[config.mk]
export PLATFORM = sky130hd
export DESIGN_NAME = fp_sum_normalize
export DESIGN_NICKNAME = d
export VERILOG_FILES = /design/src/rtl/fp_sum_normalize.sv
export SDC_FILE = /design/constraint.sdc
export NUM_CORES = 1
export LEC_CHECK = 0
export ABC_CLOCK_PERIOD_IN_PS = 2500
export BUFFER_PORTS_ARGS = -buffer_cell sky130_fd_sc_hd__buf_2
export CAP_MARGIN = 10
export CORE_MARGIN = 2
export CORE_UTILIZATION = 45
export DETAILED_ROUTE_END_ITERATION = 16
export GPL_ROUTABILITY_DRIVEN = 0
export GPL_TIMING_DRIVEN = 0
export PLACE_DENSITY_LB_ADDON = 0.3
export SYNTH_ARGS = -nofsm -noshare
export SYNTH_HDL_FRONTEND = slang
export SYNTH_SLANG_ARGS = --single-unit
[constraint.sdc]
create_clock -name clk -period 2.5 [get_ports clk]
set_input_delay 0.125 -clock clk [delete_from_list [all_inputs] [get_ports clk]]
set_output_delay 0.125 -clock clk [all_outputs]
set_load 0.01 [all_outputs]
[src/rtl/fp_sum_normalize.sv]
// ============================================================================
// fp_sum_normalize
// ----------------------------------------------------------------------------
// Post-adder recovery stage of the FP add/sub datapath. It sits between the
// mantissa adder and the rounding stage.
//
// The incoming signed mantissa sum is split into a sign and a magnitude. The
// magnitude is then normalized by a small FSM that makes one decision per
// cycle and adjusts the exponent to match:
//   - zero result              -> flagged as exact zero
//   - carry into bit MANT_W    -> one right shift (with sticky), exp + 1,
//                                 saturating to all-ones on overflow
//   - hidden bit already set   -> done
//   - exponent at its minimum  -> stop as a denormal
//   - otherwise                -> one left shift, exp - 1, try again
//
// Ports
//   clk          rising-edge clock
//   reset_n      asynchronous active-low reset
//   in_valid     input transfer request
//   in_ready     high only while idle (registered, 0 during reset)
//   in_sum       signed two's-complement adder result, MANT_W+2 bits;
//                bit MANT_W+1 is the sign, bit MANT_W the carry position
//   in_exp       biased exponent of the larger operand
//   in_sign      sign of the non-complemented (larger) operand
//   out_valid    result available; high only in DONE
//   out_ready    downstream accept
//   out_sign     result sign
//   out_exp      result biased exponent
//   out_mant     normalized mantissa, hidden bit at the MSB
//   out_sticky   OR of the bit dropped by a right shift
//   out_zero     exact zero result
//   out_denorm   normalization stopped at the minimum exponent
//   out_overflow exponent saturated to all-ones
//
// Latency from the accepting edge: 2 cycles for zero / no shift / right
// shift, 2+N cycles for N left shifts (at most 2+(MANT_W-1)).
// ============================================================================
module fp_sum_normalize #(
    parameter int MANT_W = 24,
    parameter int EXP_W  = 8
) (
    input  logic              clk,
    input  logic              reset_n,

    input  logic              in_valid,
    output logic              in_ready,
    input  logic [MANT_W+1:0] in_sum,
    input  logic [EXP_W-1:0]  in_exp,
    input  logic              in_sign,

    output logic              out_valid,
    input  logic              out_ready,
    output logic              out_sign,
    output logic [EXP_W-1:0]  out_exp,
    output logic [MANT_W-1:0] out_mant,
    output logic              out_sticky,
    output logic              out_zero,
    output logic              out_denorm,
    output logic              out_overflow
);

    typedef enum logic [1:0] {
        S_IDLE = 2'd0,
        S_NORM = 2'd1,
        S_DONE = 2'd2
    } state_t;

    localparam logic [EXP_W-1:0] EXP_ALL_ONES = '1;
    // Largest exponent that may still be incremented without saturating.
    localparam logic [EXP_W-1:0] EXP_SAT_EDGE = EXP_ALL_ONES - EXP_W'(1);
    localparam logic [EXP_W-1:0] EXP_MIN      = EXP_W'(1);

    state_t            state;
    logic [MANT_W:0]   mag;
    logic [EXP_W-1:0]  exp_q;
    logic              sign_q;
    logic              sticky_q;
    logic              zero_q;
    logic              denorm_q;
    logic              overflow_q;

    // Magnitude of the incoming sum at full width. Only the most negative
    // value (-2^(MANT_W+1)) does not fit after truncation; it is outside the
    // legal input range.
    logic [MANT_W+1:0] sum_abs;
    logic              accept;

    assign sum_abs = in_sum[MANT_W+1] ? ((~in_sum) + (MANT_W+2)'(1)) : in_sum;
    assign accept  = in_valid && in_ready;

    // ------------------------------------------------------------------------
    // Control FSM and datapath registers
    // ------------------------------------------------------------------------
    // NOTE: all state here is updated with non-blocking assignments so every
    // register samples the pre-edge values of the others, whatever the
    // statement order inside the block.
    always_ff @(posedge clk or negedge reset_n) begin
        if (!reset_n) begin
            // NOTE: the datapath registers are reset along with the control
            // state because they drive outputs directly, and every output
            // must read 0 while reset is asserted.
            state      <= S_IDLE;
            in_ready   <= 1'b0;
            out_valid  <= 1'b0;
            mag        <= '0;
            exp_q      <= '0;
            sign_q     <= 1'b0;
            sticky_q   <= 1'b0;
            zero_q     <= 1'b0;
            denorm_q   <= 1'b0;
            overflow_q <= 1'b0;
        end else begin
            case (state)
                S_IDLE: begin
                    if (accept) begin
                        mag        <= sum_abs[MANT_W:0];
                        sign_q     <= in_sign ^ in_sum[MANT_W+1];
                        // Exponent 0 denotes a denormal operand whose true
                        // scale is that of exponent 1.
                        exp_q      <= (in_exp == '0) ? EXP_MIN : in_exp;
                        sticky_q   <= 1'b0;
                        zero_q     <= 1'b0;
                        denorm_q   <= 1'b0;
                        overflow_q <= 1'b0;
                        in_ready   <= 1'b0;
                        state      <= S_NORM;
                    end else begin
                        // Also raises in_ready on the first edge after reset.
                        in_ready <= 1'b1;
                    end
                end

                S_NORM: begin
                    if (mag == '0) begin
                        zero_q    <= 1'b1;
                        sign_q    <= 1'b0;
                        exp_q     <= '0;
                        out_valid <= 1'b1;
                        state     <= S_DONE;
                    end else if (mag[MANT_W]) begin
                        // Carry out of the hidden-bit position: one right
                        // shift always suffices for a two-operand sum.
                        sticky_q <= mag[0];
                        if (exp_q == EXP_SAT_EDGE) begin
                            exp_q      <= EXP_ALL_ONES;
                            mag        <= '0;
                            overflow_q <= 1'b1;
                        end else begin
                            mag   <= mag >> 1;
                            exp_q <= exp_q + EXP_W'(1);
                        end
                        out_valid <= 1'b1;
                        state     <= S_DONE;
                    end else if (mag[MANT_W-1]) begin
                        out_valid <= 1'b1;
                        state     <= S_DONE;
                    end else if (exp_q == EXP_MIN) begin
                        // Cannot shift further without going below the
                        // minimum exponent: leave the mantissa denormal.
                        exp_q     <= '0;
                        denorm_q  <= 1'b1;
                        out_valid <= 1'b1;
                        state     <= S_DONE;
                    end else begin
                        mag   <= mag << 1;
                        exp_q <= exp_q - EXP_W'(1);
                    end
                end

                S_DONE: begin
                    // in_ready is raised together with the return to IDLE, so
                    // no new operand can be taken in the releasing cycle.
                    if (out_ready) begin
                        out_valid <= 1'b0;
                        in_ready  <= 1'b1;
                        state     <= S_IDLE;
                    end
                end

                default: begin
                    out_valid <= 1'b0;
                    in_ready  <= 1'b0;
                    state     <= S_IDLE;
                end
            endcase
        end
    end

    // ------------------------------------------------------------------------
    // Output mapping: straight from registers, so outputs hold in DONE.
    // ------------------------------------------------------------------------
    assign out_sign     = sign_q;
    assign out_exp      = exp_q;
    assign out_mant     = mag[MANT_W-1:0];
    assign out_sticky   = sticky_q;
    assign out_zero     = zero_q;
    assign out_denorm   = denorm_q;
    assign out_overflow = overflow_q;

endmodule

# Word level (Yosys, flattened, before mapping)
# Index checks and enable logic that the tools add are counted.
[op_classes] n_addsub=3 multipliers=0 div_mod_pow=0 magnitude_cmp=0 eq_ne=17 n_shift=0 muxes=49 bitwise_logic=4 n_reduce_logical=15
[op_table] cell="25-bit 2-to-1 mux" count=4
[op_table] cell="24-bit 2-to-1 mux" count=3
[op_table] cell="8-bit 2-to-1 mux" count=7
[op_table] cell="25-bit case mux with 2 select lines" count=1
[op_table] cell="25-bit by 1-bit adder with 25-bit output (second input constant)" count=1
[op_table] cell="25-bit zero test" count=1
[op_table] cell="25-bit inverter" count=1
[op_table] cell="1-bit 2-to-1 mux" count=19
[op_table] cell="2-bit inequality test (second input constant)" count=9
[op_table] cell="8-bit case mux with 2 select lines" count=1
[op_table] cell="3-bit AND reduction" count=5
[op_table] cell="2-bit 2-to-1 mux" count=6
[op_table] cell="1-bit case mux with 2 select lines" count=5
[op_table] cell="5-bit AND reduction" count=2
[op_table] cell="8-bit by 1-bit adder with 8-bit output (second input constant)" count=1
[op_table] cell="8-bit by 1-bit == test with 1-bit output (second input constant)" count=1
[op_table] cell="8-bit == test (second input constant)" count=1
[op_table] cell="8-bit zero test" count=1
[op_table] cell="8-bit by 1-bit subtractor with 8-bit output (second input constant)" count=1
[op_table] cell="3-bit inequality test (second input constant)" count=2
[op_table] cell="1-bit case mux with 3 select lines" count=2
[op_table] cell="2-bit case mux with 3 select lines" count=1
[op_table] cell="6-bit AND reduction" count=1
[op_table] cell="5-bit inequality test (second input constant)" count=1
[op_table] cell="10 further kinds" count=11
[totals] register_bits=42 latchBits=0 ram_bits=0 mem_bits_ro=0 input_bits=39 output_inout_bits=39 wordCells=99 mem_count=0

# Longest topological paths before layout
# Gate-level depths: netlist of the first run.
[depth] word_depth=6 ltp_mapped=8

# Least setup slack after synthesis of the first run
# Ideal clock, no wire load.
[synth_timing] path_type="reg2reg" from="register exp_q[1], in the netlist out_exp[1]" to="register mag[20]" arrival_ns=1.997 t_required_ns=2.369 path_slack_ns=0.372 path_stages_with_launch=8 n_path_buf=1 period_less_slack_ns=2.128 cell_sequence="dfrtp_1 > inv_1 > ha_1 > nor3b_1 > a2111oi_4 > buf_2 > a2111oi_0 > o21ai_1"
[synth_via] elab_chain_cells=5 elab_cells_between_ends=8
[synth_rtl] element="from (decl)" line_no="76" source="logic [EXP_W-1:0] exp_q;"
[synth_rtl] element="from (signal assigned)" line_no="121" source="exp_q <= (in_exp == '0) ? EXP_MIN : in_exp;"
[synth_rtl] element="from (signal assigned)" line_no="151" source="exp_q <= exp_q + EXP_W'(1);"
[synth_rtl] element="from (signal assigned)" line_no="167" source="exp_q <= exp_q - EXP_W'(1);"
[synth_rtl] element="8-bit == test" line_no="145" source="if (exp_q == EXP_SAT_EDGE) begin"
[synth_rtl] element="24-bit 2-to-1 mux" line_no="145"
[synth_rtl] element="25-bit 2-to-1 mux" line_no="141" source="end else if (mag[MANT_W]) begin"
[synth_rtl] element="25-bit 2-to-1 mux" line_no="135" source="if (mag == '0) begin"
[synth_rtl] element="25-bit case mux with 2 select lines" line_no="114" source="case (state)"
[synth_rtl] element="to (signal assigned)" line_no="117" source="mag <= sum_abs[MANT_W:0];"
[synth_rtl] element="to (signal assigned)" line_no="150" source="mag <= mag >> 1;"
[synth_rtl] element="to (signal assigned)" line_no="166" source="mag <= mag << 1;"
[synth_rtl] element="to (decl)" line_no="75" source="logic [MANT_W:0] mag;"
# Several ways; a longest one is shown, not always the timed one. The select of a mux whose other input is x is not followed.
# A chain may end at the register's enable or synchronous reset.

# Final worst setup path of the first run
[layout_timing] from="register exp_q[4], in the netlist out_exp[4]" to="register mag[8]"
# The elaborated chain is that of the path after synthesis.

==> results.cfg, run 1 <==
[global_route]
grt.met2_usage_pct = 42.4
number_of_global_route_vias_before_repair = 3632
antenna_violations_before_repair = 0
grt_first_pass_wirelength_microns = 17900
met3_usage_pct = 3.22
grt_start_max_net_pins = 43
grt_busiest_layer = met2
grtUsageTotal_pct = 25.4
met1_track_utilization_from_global_routing_pct = 34.9
grt_remaining_overflow = 0

[cells_and_area]
nFillCells = 785
layout_commonest_cell = buf_2
layout_net_count = 570
final_layout_size_suffix_gt1_share_pct = 25.8
area_grow_syn2layout_pct = 17.4
top_library_cells_by_usage_in_the_layout_fill_and_taps_aside = buf_2, nand2_1, dfrtp_1
num_antenna_cells = 0

[timing]
timing_max_transition_violations_final = 0
final.setup_skew_ns = 0.00661
setup_total_negative_slack_ns = 0
hold_violations = 42
period_minus_slack_ns = 2.31
worst_pin_slew_ns = 0.948
fin_crit_sh_pct = 92.4
max-slew-margin-rel_pct = 36.8
grt_setup_unrepaired = no
final-setup-viol-count = 0
whs_ns = -0.0285
fmax_ghz = 0.433

[clocking]
clk_pin_slew_worst_paths_ns = 0.08
tritoncts = built
cts.sinks = 42
clock_tree.buffer_depth = 2
clock_tree.htree_level_count = 2
worst_skew_pair_latency_ns = 0.29
cts_root_buffer = clkbuf_8
postCtsSetupRepairBufs = 0
tritoncts.num_buffers = 5

[worst_setup_path]
worst_path_dominant_cell_family = simple AND/OR/NAND/NOR gates
critical_path.max_fanout = 10
setup.worst_path.class = flip-flop to flip-flop
kind_of_start_point_of_the_critical_path = flip-flop
required_ns = 2.66
crit_slowest_cell = nor4_4
crit_path_cell_trace = buf_2 > nor4_4 > nand4_1 > o211ai_1 > clkbuf_1 > o21ai_0
cp.arrival_ns = 2.47
slowest_delay_ns = 0.53
sum_of_buffers_and_inverters_on_the_critical_path = 2
timing.critical_path.to_type = flip-flop

[floorplanning]
floorplan.die_area_sq_um = 8710
rows = 32
floorplan.die.width_microns = 93.3
core_sq_um = 7730
die_height_microns = 93.3
initial_core_util_pct = 46.5
pin_count = 78

[drt]
drt-vias-per-instance = 6.14
drt_drc_violations_left = 0
drt-wirelength-per-cell_microns = 17.4
first_pass_iters = 5
drtIter0Drc = 292
wl_microns = 11000
detail-route-antenna-nets = 0
via_count = 3861

[logic_synthesis]
netlist_area_pre_place_sq_um = 3590
synthesis_warnings = 0
synth_top_cell_area_share_pct = 29.3
synth-edff-count = 0
synth_cells = 444
synth-main-ff-cell = dfrtp_1
ys_seq_area_share_pct = 29.3
ys_top_cells_by_area = dfrtp_1, buf_4, nand2_1
synth_nets = 488
post_synthesis_sequential_element_count = 42
netlist-cell-type-count = 72
synthDominantAreaCellType = dfrtp_1
synth_async_sr_flop_share_pct = 100
syn-mean-instance-area_sq_um = 8.08

[pwr]
p_per_area_nw_per_um2 = 1120
max_rail_drop_vdd_uv = 332
total_leakage_power_uw = 0.00175

[placement]
dpl.hpwl_microns = 8160
port_buffers = 75

[run_status]
status = finished, violations left
failed_checks = negative hold slack

[job]
maxCapViolCount = 0

[hold_path]
hold_path.class = input pin to async pin
-- layout make-up --
type	instances	area (sq um)	area share, %
Multi-Input combinational cell	335	2140	50.9
Sequential cell	42	1050	25.0
Timing Repair Buffer	75	375	8.91
Buffer	56	364	8.64
Tap cell	102	128	3.03
Clock buffer	5	68.8	1.63
Inverter	11	41.3	0.980
Clock inverter	3	40.0	0.950
-- worst register-to-register path, delay by kind of cell, from the launching register on --
kind | cells | cell delay [ns]
AOI/OAI and AO/OA | 2 | 0.39
buffers and inverters | 2 | 0.61
DFF | 1 | 0.37
and+or+nand+nor | 2 | 0.80
-- report_power, final --
group	leakage, uW	internal [uW]	switching, uW
sequential	0.000494	999	468
clock	0.0000579	294	248
combinational	0.00119	1180	1520
total	0.00175	2480	2240
-- path summary, 6_finish.rpt --
kind,startpoint,end,slack (ns),depth (start not counted)
min reg2reg,out_overflow$_DFFE_PN0P_,out_overflow$_DFFE_PN0P_,0.49,1
max,out_exp[4]$_DFFE_PN0P_,mag[8]$_DFFE_PN0P_,0.19,6
min,reset_n,out_valid$_DFFE_PN0P_,-0.03,1
min in group clk,in_exp[4],out_exp[4]$_DFFE_PN0P_,0.09,3
max in group asynchronous,reset_n,out_exp[1]$_DFFE_PN0P_,1.87,1
max reg2reg,out_exp[4]$_DFFE_PN0P_,mag[8]$_DFFE_PN0P_,0.19,6
-- synthesized netlist by cell type, types with 5 or more instances --
library cell / count
a21oi_1: 21
a221oi_1: 8
a22oi_1: 5
a31oi_1: 16
buf_2: 6
buf_4: 26
buf_6: 5
clkbuf_1: 16
dfrtp_1: 42
ha_1: 5
inv_1: 11
nand2_1: 44
nand2b_1: 6
nand3_1: 12
nand4_1: 6
nor2_1: 40
nor3_1: 15
nor4_1: 12
o21ai_0: 27
o31ai_1: 7
xnor2_1: 9
-- stage by stage --
stage	cells	power (uW)	setup slack (ns)	instance area (sq um)	utilization, %
floorplan	444	3230	0.372	3590	-
detailed placement	621	4120	0.0597	4090	53.0
global route	629	5070	0.00225	4210	54.5
finish	629	4720	0.189	4210	54.5
CTS	629	4660	0.0412	4200	54.4
global placement	621	4080	0.0954	4090	53.0
-- routing by layer --
metal	wire [microns]	vias to the layer above
met1	4690	1802
li1	-	1828
met2	5050	213
met3	1030	18
met4	189	0
met5	0	-
-- flip-flops by register name, indices dropped and copies added, names as in the netlist --
signal,cells
out_sign,1
mag,25
state,2
out_valid,1
out_overflow,1
in_ready,1
out_sticky,1
out_denorm,1
out_exp,8
out_zero,1
-- cell families (layout without fill, tap and decap cells) --
kind of cell / after synthesis / in the layout / synth area share (%)
flops: 42 / 42 / 29.3
simple gates: 170 / 170 / 24.6
fa+ha+maj: 5 / 5 / 1.74
xor+xnor: 13 / 13 / 3.17
mux: 3 / 3 / 0.837
buf+inv: 67 / 150 / 11.2
compound gates: 144 / 144 / 29.1
-- timing repair --
item                                    in CTS  in global routing
endpoints found under the setup margin       0                 29
hold endpoints to repair                     0                  0
hold buffers                                 0                  0
gates resized for setup                      0                  9
No activity file was read; power rests on OpenSTA's default activity.
==> run 2: changes to the inputs <==
--- a/config.mk
+++ b/config.mk
@@ -5,15 +5,16 @@
 export SDC_FILE = /design/constraint.sdc
 export NUM_CORES = 1
 export LEC_CHECK = 0
+export ABC_AREA = 1
 export ABC_CLOCK_PERIOD_IN_PS = 2500
 export BUFFER_PORTS_ARGS = -buffer_cell sky130_fd_sc_hd__buf_2
 export CAP_MARGIN = 10
 export CORE_MARGIN = 2
 export CORE_UTILIZATION = 45
 export DETAILED_ROUTE_END_ITERATION = 16
-export GPL_ROUTABILITY_DRIVEN = 0
 export GPL_TIMING_DRIVEN = 0
 export PLACE_DENSITY_LB_ADDON = 0.3
+export SLEW_MARGIN = 0
 export SYNTH_ARGS = -nofsm -noshare
 export SYNTH_HDL_FRONTEND = slang
 export SYNTH_SLANG_ARGS = --single-unit
==> run 2 against run 1 <==
- the run now ends clean
- register-to-register slack improved by 0.45 ns
- power grew 8.1%
- sequential power fell by 5%
- clock skew about the same
- clock power fell by 17%
- design area grew 5.8%
- core utilization fell by 0.56 points
- non-clock buffer count down 10
- highest routed layer unchanged
==> results.cfg, run 2 <==
[cells_and_area]
largest_register_ff_count = 25
final_cells = 803
register_area_sq_um = 1050
nFillCells = 856
final_layout_size_suffix_gt1_share_pct = 23.6
top_register = mag
multi_input_comb_area_sq_um = 2210
top_library_cells_by_usage_in_the_layout_fill_and_taps_aside = nand2_1, buf_2, nand3_1
layout_net_count = 741
num_antenna_cells = 0
layout_commonest_cell = nand2_1
area_grow_syn2layout_pct = 15.8

[global_route]
grt_start_max_net_pins = 43
number_of_global_route_vias_before_repair = 3774
grt_first_pass_wirelength_microns = 17800
grtUsageTotal_pct = 24.4
antenna_violations_before_repair = 0
grt_remaining_overflow = 0

[logic_synthesis]
ys_seq_area_share_pct = 27.3
netlist-cell-type-count = 36
ys_top_cells_by_area = dfrtp_1, nand2_1, nand3_1
synth-edff-count = 0
yosysMostFrequentCell = nand2_1
syn-mean-instance-area_sq_um = 6.28
netlist_area_pre_place_sq_um = 3850
synth-main-ff-cell = dfrtp_1
synth_nets = 657
synthesis_warnings = 0
synthTopCellsByCount = nand2_1, nand3_1, nor2_1, inv_1, dfrtp_1
synth_cells = 613
post_synthesis_sequential_element_count = 42
synthDominantAreaCellType = dfrtp_1
synth_top_cell_area_share_pct = 27.3
synth_async_sr_flop_share_pct = 100

[pwr]
switching_component_of_the_power_uw = 2570
p_sw_share_pct = 50.4
cellInternalPower_uw = 2530
comb_power_share_pct = 63.6
p_per_area_nw_per_um2 = 1140
power.share.clock_pct = 8.9
share_seq_of_total_power_pct = 27.5
max_rail_drop_vdd_uv = 346
total_leakage_power_uw = 0.00240

[worst_setup_path]
crit_slowest_cell = dfrtp_1
cp_common_cell = nand2_1
timing.critical_path.to_type = flip-flop
setup.worst_path.class = flip-flop to flip-flop
critical_path.max_fanout = 9
worst_path_dominant_cell_family = simple AND/OR/NAND/NOR gates
slowest_delay_ns = 0.37
r2r_slack_ns = 0.64
timing.rr.end = mag[10]$_DFFE_PN0P_
cp.arrival_ns = 2.07
reg2regPathDepth = 11
crit_path_cell_trace = buf_2 > inv_1 > nand2_1 > nor2_1 > nand3_1 > nand3_2 > nor2_1 > a21oi_1 > nand2_1 > nand2_1 > nand2_1
worstSetupStartpoint = out_exp[4]$_DFFE_PN0P_
kind_of_start_point_of_the_critical_path = flip-flop
reg2reg_from = out_exp[4]$_DFFE_PN0P_
sum_of_buffers_and_inverters_on_the_critical_path = 2
required_ns = 2.71

[drt]
first_pass_iters = 5
wl_microns = 10900
drt_drc_violations_left = 0
detail-route-antenna-nets = 0
via_count = 4182
drt-wirelength-per-cell_microns = 13.6
drt-vias-per-instance = 5.21
drtIter0Drc = 306

[timing]
setup_total_negative_slack_ns = 0
max-slew-margin-rel_pct = 36.3
fmax_ghz = 0.538
period_minus_slack_ns = 1.86
grt_setup_unrepaired = no
worst_pin_slew_ns = 0.956
final.setup_skew_ns = 0.00697
post-route-worst-setup-slack_ns = 0.642
timing_max_transition_violations_final = 0
fin_crit_sh_pct = 74.3
hold_violations = 0
final-setup-viol-count = 0

[clocking]
tritoncts.num_buffers = 5
clock_tree.buffer_depth = 2
worst_skew_pair_latency_ns = 0.31
cts.sinks = 42
tritoncts = built
cts_root_buffer = clkbuf_8
clock_tree.htree_level_count = 2
clk_pin_slew_worst_paths_ns = 0.09
postCtsSetupRepairBufs = 0

[hold_path]
min_from = in_sign
timing.hold.worst_path_depth = 3
whs_endpoint = out_sign$_DFFE_PN0P_
hold_path.class = input pin to flip-flop

[run_status]
status = finished clean

[job]
maxCapViolCount = 0

[placement]
dpl.hpwl_microns = 8580
dpl.cell_count = 794
dpl_worst_slack_ns = 0.697
routabilityCongestion = 0.966
port_buffers = 76

[floorplanning]
initial_core_util_pct = 46.6
floorplan.die_area_sq_um = 9310
pin_count = 78
die_height_microns = 96.5
core_sq_um = 8260
floorplan.die.width_microns = 96.5
rows = 33
==> run 2: routing by layer <==
metal | routed length (microns) | global-route usage [%] | vias up | share of wire (%)
met2 | 5160 | 39.8 | 154 | 47
met1 | 4900 | 34.3 | 1906 | 45
met3 | 752 | 3.03 | 13 | 6.9
met5 | 0 | 0 | - | 0
met4 | 125 | 6.69 | 0 | 1.1
li1 | - | - | 2109 | -
==> run 2: how the worst max path moves through the flow <==
stage / slack [ns] / depth (start not counted) / end
3_5_place_dp: 0.70 / 10 / mag[1]$_DFFE_PN0P_
5_1_grt: 0.50 / 11 / mag[15]$_DFFE_PN0P_
4_1_cts: 0.68 / 10 / mag[1]$_DFFE_PN0P_
6_report: 0.64 / 11 / mag[10]$_DFFE_PN0P_
3_3_place_gp: 0.70 / 11 / mag[15]$_DFFE_PN0P_
2_1_floorplan: 0.87 / 9 / mag[20]$_DFFE_PN0P_
==> run 2: logic make-up after synthesis <==
group / share of synthesized area (%)
compound gates: 11.2
xor+xnor: 2.05
fa+ha+maj: 1.63
buf+inv: 15.2
flops: 27.3
simple gates: 42.6
==> run 2: timing repair <==
| item | CTS | global route |
|---|---|---|
| hold buffers | 1 | 0 |
| gates resized for setup | 0 | 0 |
| endpoints found under the hold margin | 5 | 0 |
==> run 2: per-stage QoR <==
step	cell area (sq um)	hold WS, ns	utilization (%)	power (uW)
2_1_floorplan	3850	-0.171	-	3700
3_3_place_gp	4360	0.327	52.8	4580
3_5_place_dp	4360	0.329	52.8	4640
4_1_cts	4460	0.112	54.0	5090
5_1_grt	4460	0.124	54.0	5580
6_report	4460	0.105	54.0	5100
==> run 2: power groups by stage <==
stage	Sequential [uW]	Clock, uW	Combinational (uW)
detailed placement	1400	0	3230
finish	1400	453	3240
CTS	1390	456	3250
global route	1440	481	3650
floorplan	1350	0	2350
global placement	1400	0	3180
==> run 2: worst register-to-register path, cell delays in order, from the launching register on <==
cell     delay, ns
dfrtp_1       0.37
buf_2         0.18
inv_1         0.10
nand2_1       0.06
nor2_1        0.15
nand3_1       0.25
nand3_2       0.27
nor2_1        0.08
a21oi_1       0.14
nand2_1       0.07
nand2_1       0.06
nand2_1       0.04
==> run 2: final cells by class <==
cell class | instances | area share (%)
clock buffers | 6 | 1.63
well taps | 105 | 2.95
multi-input cells | 456 | 49.6
inverters | 71 | 6.04
repair buffers | 77 | 8.76
clock inverters | 2 | 0.309
flip-flops and latches | 42 | 23.6
plain buffers | 44 | 7.10
==> run 3: changes to the inputs <==
--- a/config.mk
+++ b/config.mk
@@ -5,8 +5,8 @@
 export SDC_FILE = /design/constraint.sdc
 export NUM_CORES = 1
 export LEC_CHECK = 0
-export ABC_AREA = 1
-export ABC_CLOCK_PERIOD_IN_PS = 2500
+export ABC_AREA = 0
+export ABC_CLOCK_PERIOD_IN_PS = 1800
 export BUFFER_PORTS_ARGS = -buffer_cell sky130_fd_sc_hd__buf_2
 export CAP_MARGIN = 10
 export CORE_MARGIN = 2
==> constraint.sdc (replaced) <==
create_clock -name clk -period 1.8 [get_ports clk]
set_input_delay 0.09 -clock clk [delete_from_list [all_inputs] [get_ports clk]]
set_output_delay 0.09 -clock clk [all_outputs]
set_load 0.01 [all_outputs]
==> run 3 against run 2 <==
- highest routed layer unchanged
- the run now ends with negative setup slack left
- combinational power up 65%
- design area up 13%
- fmax fell by 7.5%
- die area is 6.4% lower
- power grew 61%
- sequential power grew 57%
==> results.cfg, run 3 (synthesis results as in run 1) <==
[run_status]
status = finished, violations left
failed_checks = negative setup slack

[pwr]
cellInternalPower_uw = 4280
comb_power_share_pct = 65.1
power.share.clock_pct = 8.1
share_seq_of_total_power_pct = 26.8
switching_component_of_the_power_uw = 3920
max_rail_drop_vdd_uv = 595
p_sw_share_pct = 47.8
p_per_area_nw_per_um2 = 1630
total_power_uw = 8190
total_leakage_power_uw = 0.00204

[worst_setup_path]
critical_path.max_fanout = 5
required_ns = 2.04
timing.critical_path.to_type = flip-flop
setup.worst_path.class = flip-flop to flip-flop
cp.arrival_ns = 2.24
kind_of_start_point_of_the_critical_path = flip-flop

[cells_and_area]
layout_net_count = 609
area_grow_syn2layout_pct = 40.0
num_antenna_cells = 0
final_cells = 668
final_layout_size_suffix_gt1_share_pct = 45.2
layout_commonest_cell = buf_2
top_library_cells_by_usage_in_the_layout_fill_and_taps_aside = buf_2, buf_4, nand2_1
largest_register_ff_count = 25
top_register = mag

[drt]
drt-wirelength-per-cell_microns = 19.4
via_count = 4251
drtIter0Drc = 388
drt-vias-per-instance = 6.36
detail-route-antenna-nets = 0
wl_microns = 12900
first_pass_iters = 6
drt_drc_violations_left = 0

[timing]
post-route-worst-setup-slack_ns = -0.207
fin_crit_sh_pct = 112
hold_violations = 0
fmax_ghz = 0.498
grt_setup_unrepaired = yes
timing_max_transition_violations_final = 0
worst_pin_slew_ns = 0.975
period_minus_slack_ns = 2.01
final.setup_skew_ns = 0.00625
final-setup-viol-count = 33
whs_ns = 0.0597
max-slew-margin-rel_pct = 35.0

[global_route]
grtUsageTotal_pct = 28.1
grt_remaining_overflow = 0
grt_start_max_net_pins = 43
antenna_violations_before_repair = 0
number_of_global_route_vias_before_repair = 3824
grt_first_pass_wirelength_microns = 19500

[floorplanning]
pin_count = 78
initial_core_util_pct = 46.5
die_height_microns = 93.3
floorplan.die.width_microns = 93.3
rows = 32
core_sq_um = 7730
floorplan.die_area_sq_um = 8710

[placement]
dpl.hpwl_microns = 8350
port_buffers = 75
dpl_worst_slack_ns = -0.549
routabilityCongestion = 0.950
dpl.cell_count = 621

[clocking]
tritoncts = built
worst_skew_pair_latency_ns = 0.30
clock_tree.htree_level_count = 2
cts_root_buffer = clkbuf_8
clock_tree.buffer_depth = 2
tritoncts.num_buffers = 5
clk_pin_slew_worst_paths_ns = 0.09
cts.sinks = 42

[hold_path]
hold_path.class = input pin to flip-flop

[job]
maxCapViolCount = 0
==> run 3: cell types whose count changed in the layout (fill, tap and decap cells not counted), moves of 11 or more <==
cell,delta
a21oi_1,-11
a31oi_1,+15
buf_4,+26
buf_6,+11
dfrtp_1,-11
dfrtp_2,+11
inv_1,-51
nand2_1,-154
nand3_1,-65
nor2_1,-33
o21ai_0,-12
==> run 3: worst max-delay path, stage by stage (launching register included) <==
cell	delay, ns
dfrtp_2	0.44
inv_2	0.08
ha_4	0.12
nor3b_4	0.29
nand4_1	0.21
o211ai_1	0.25
buf_4	0.23
buf_6	0.15
a31oi_4	0.04
a21oi_2	0.12
==> run 3: repair_timing <==
item	in CTS	in global routing
pin swaps	20	11
hold buffers	1	0
cloned	3	2
setup buffers	25	10
resized for setup	87	46
endpoints found under the setup margin	41	39
hold endpoints to repair	42	0
==> run 3: metrics by stage <==
step	util [%]	TNS [ns]	cell area (sq um)
6_report	65.1	-3.80	5030
5_1_grt	65.1	-5.30	5030
4_1_cts	61.7	-1.05	4770
3_5_place_dp	53.4	-14.25	4130
3_3_place_gp	53.4	-13.82	4130
2_1_floorplan	-	0	3620
==> run 3: area by class of cell <==
cell class                 instances  area, sq um
sequential                        42         1060
buffer                            55          458
inverter                          11         43.8
multi-input combinational        335         2520
fill                             654         2700
clock buffer                       6         82.6
timing repair buffer             115          722
clock inverter                     2         12.5
tap                              102          128
==> run 3: power by group through the flow <==
stage          logic, uW  clock network, uW  registers, uW
2_1_floorplan       2640                  0           1920
3_3_place_gp        3720                  0           2040
3_5_place_dp        3770                  0           2050
4_1_cts             4690                666           2110
5_1_grt             5670                698           2240
6_report            5330                661           2200
==> run 3: metal layers <==
layer  track usage [%]  vias up  wire, microns
met2              47.7      295           6290
met3              3.14       47           1100
li1                  -     1907              -
met5                 0        -              0
met1              37.1     2002           5140
met4              9.56        0            394
==> run 3: worst paths after layout <==
kind	endpoint	startpoint	slack, ns	cells past startpoint
max	mag[10]$_DFFE_PN0P_	out_exp[1]$_DFFE_PN0P_	-0.21	9
max in group asynchronous	mag[2]$_DFFE_PN0P_	reset_n	0.64	2
min in group asynchronous	out_zero$_DFFE_PN0P_	reset_n	0.49	2
min reg2reg	out_zero$_DFFE_PN0P_	out_zero$_DFFE_PN0P_	0.48	1
min	out_exp[7]$_DFFE_PN0P_	in_exp[7]	0.06	3
max reg2reg	mag[10]$_DFFE_PN0P_	out_exp[1]$_DFFE_PN0P_	-0.21	9
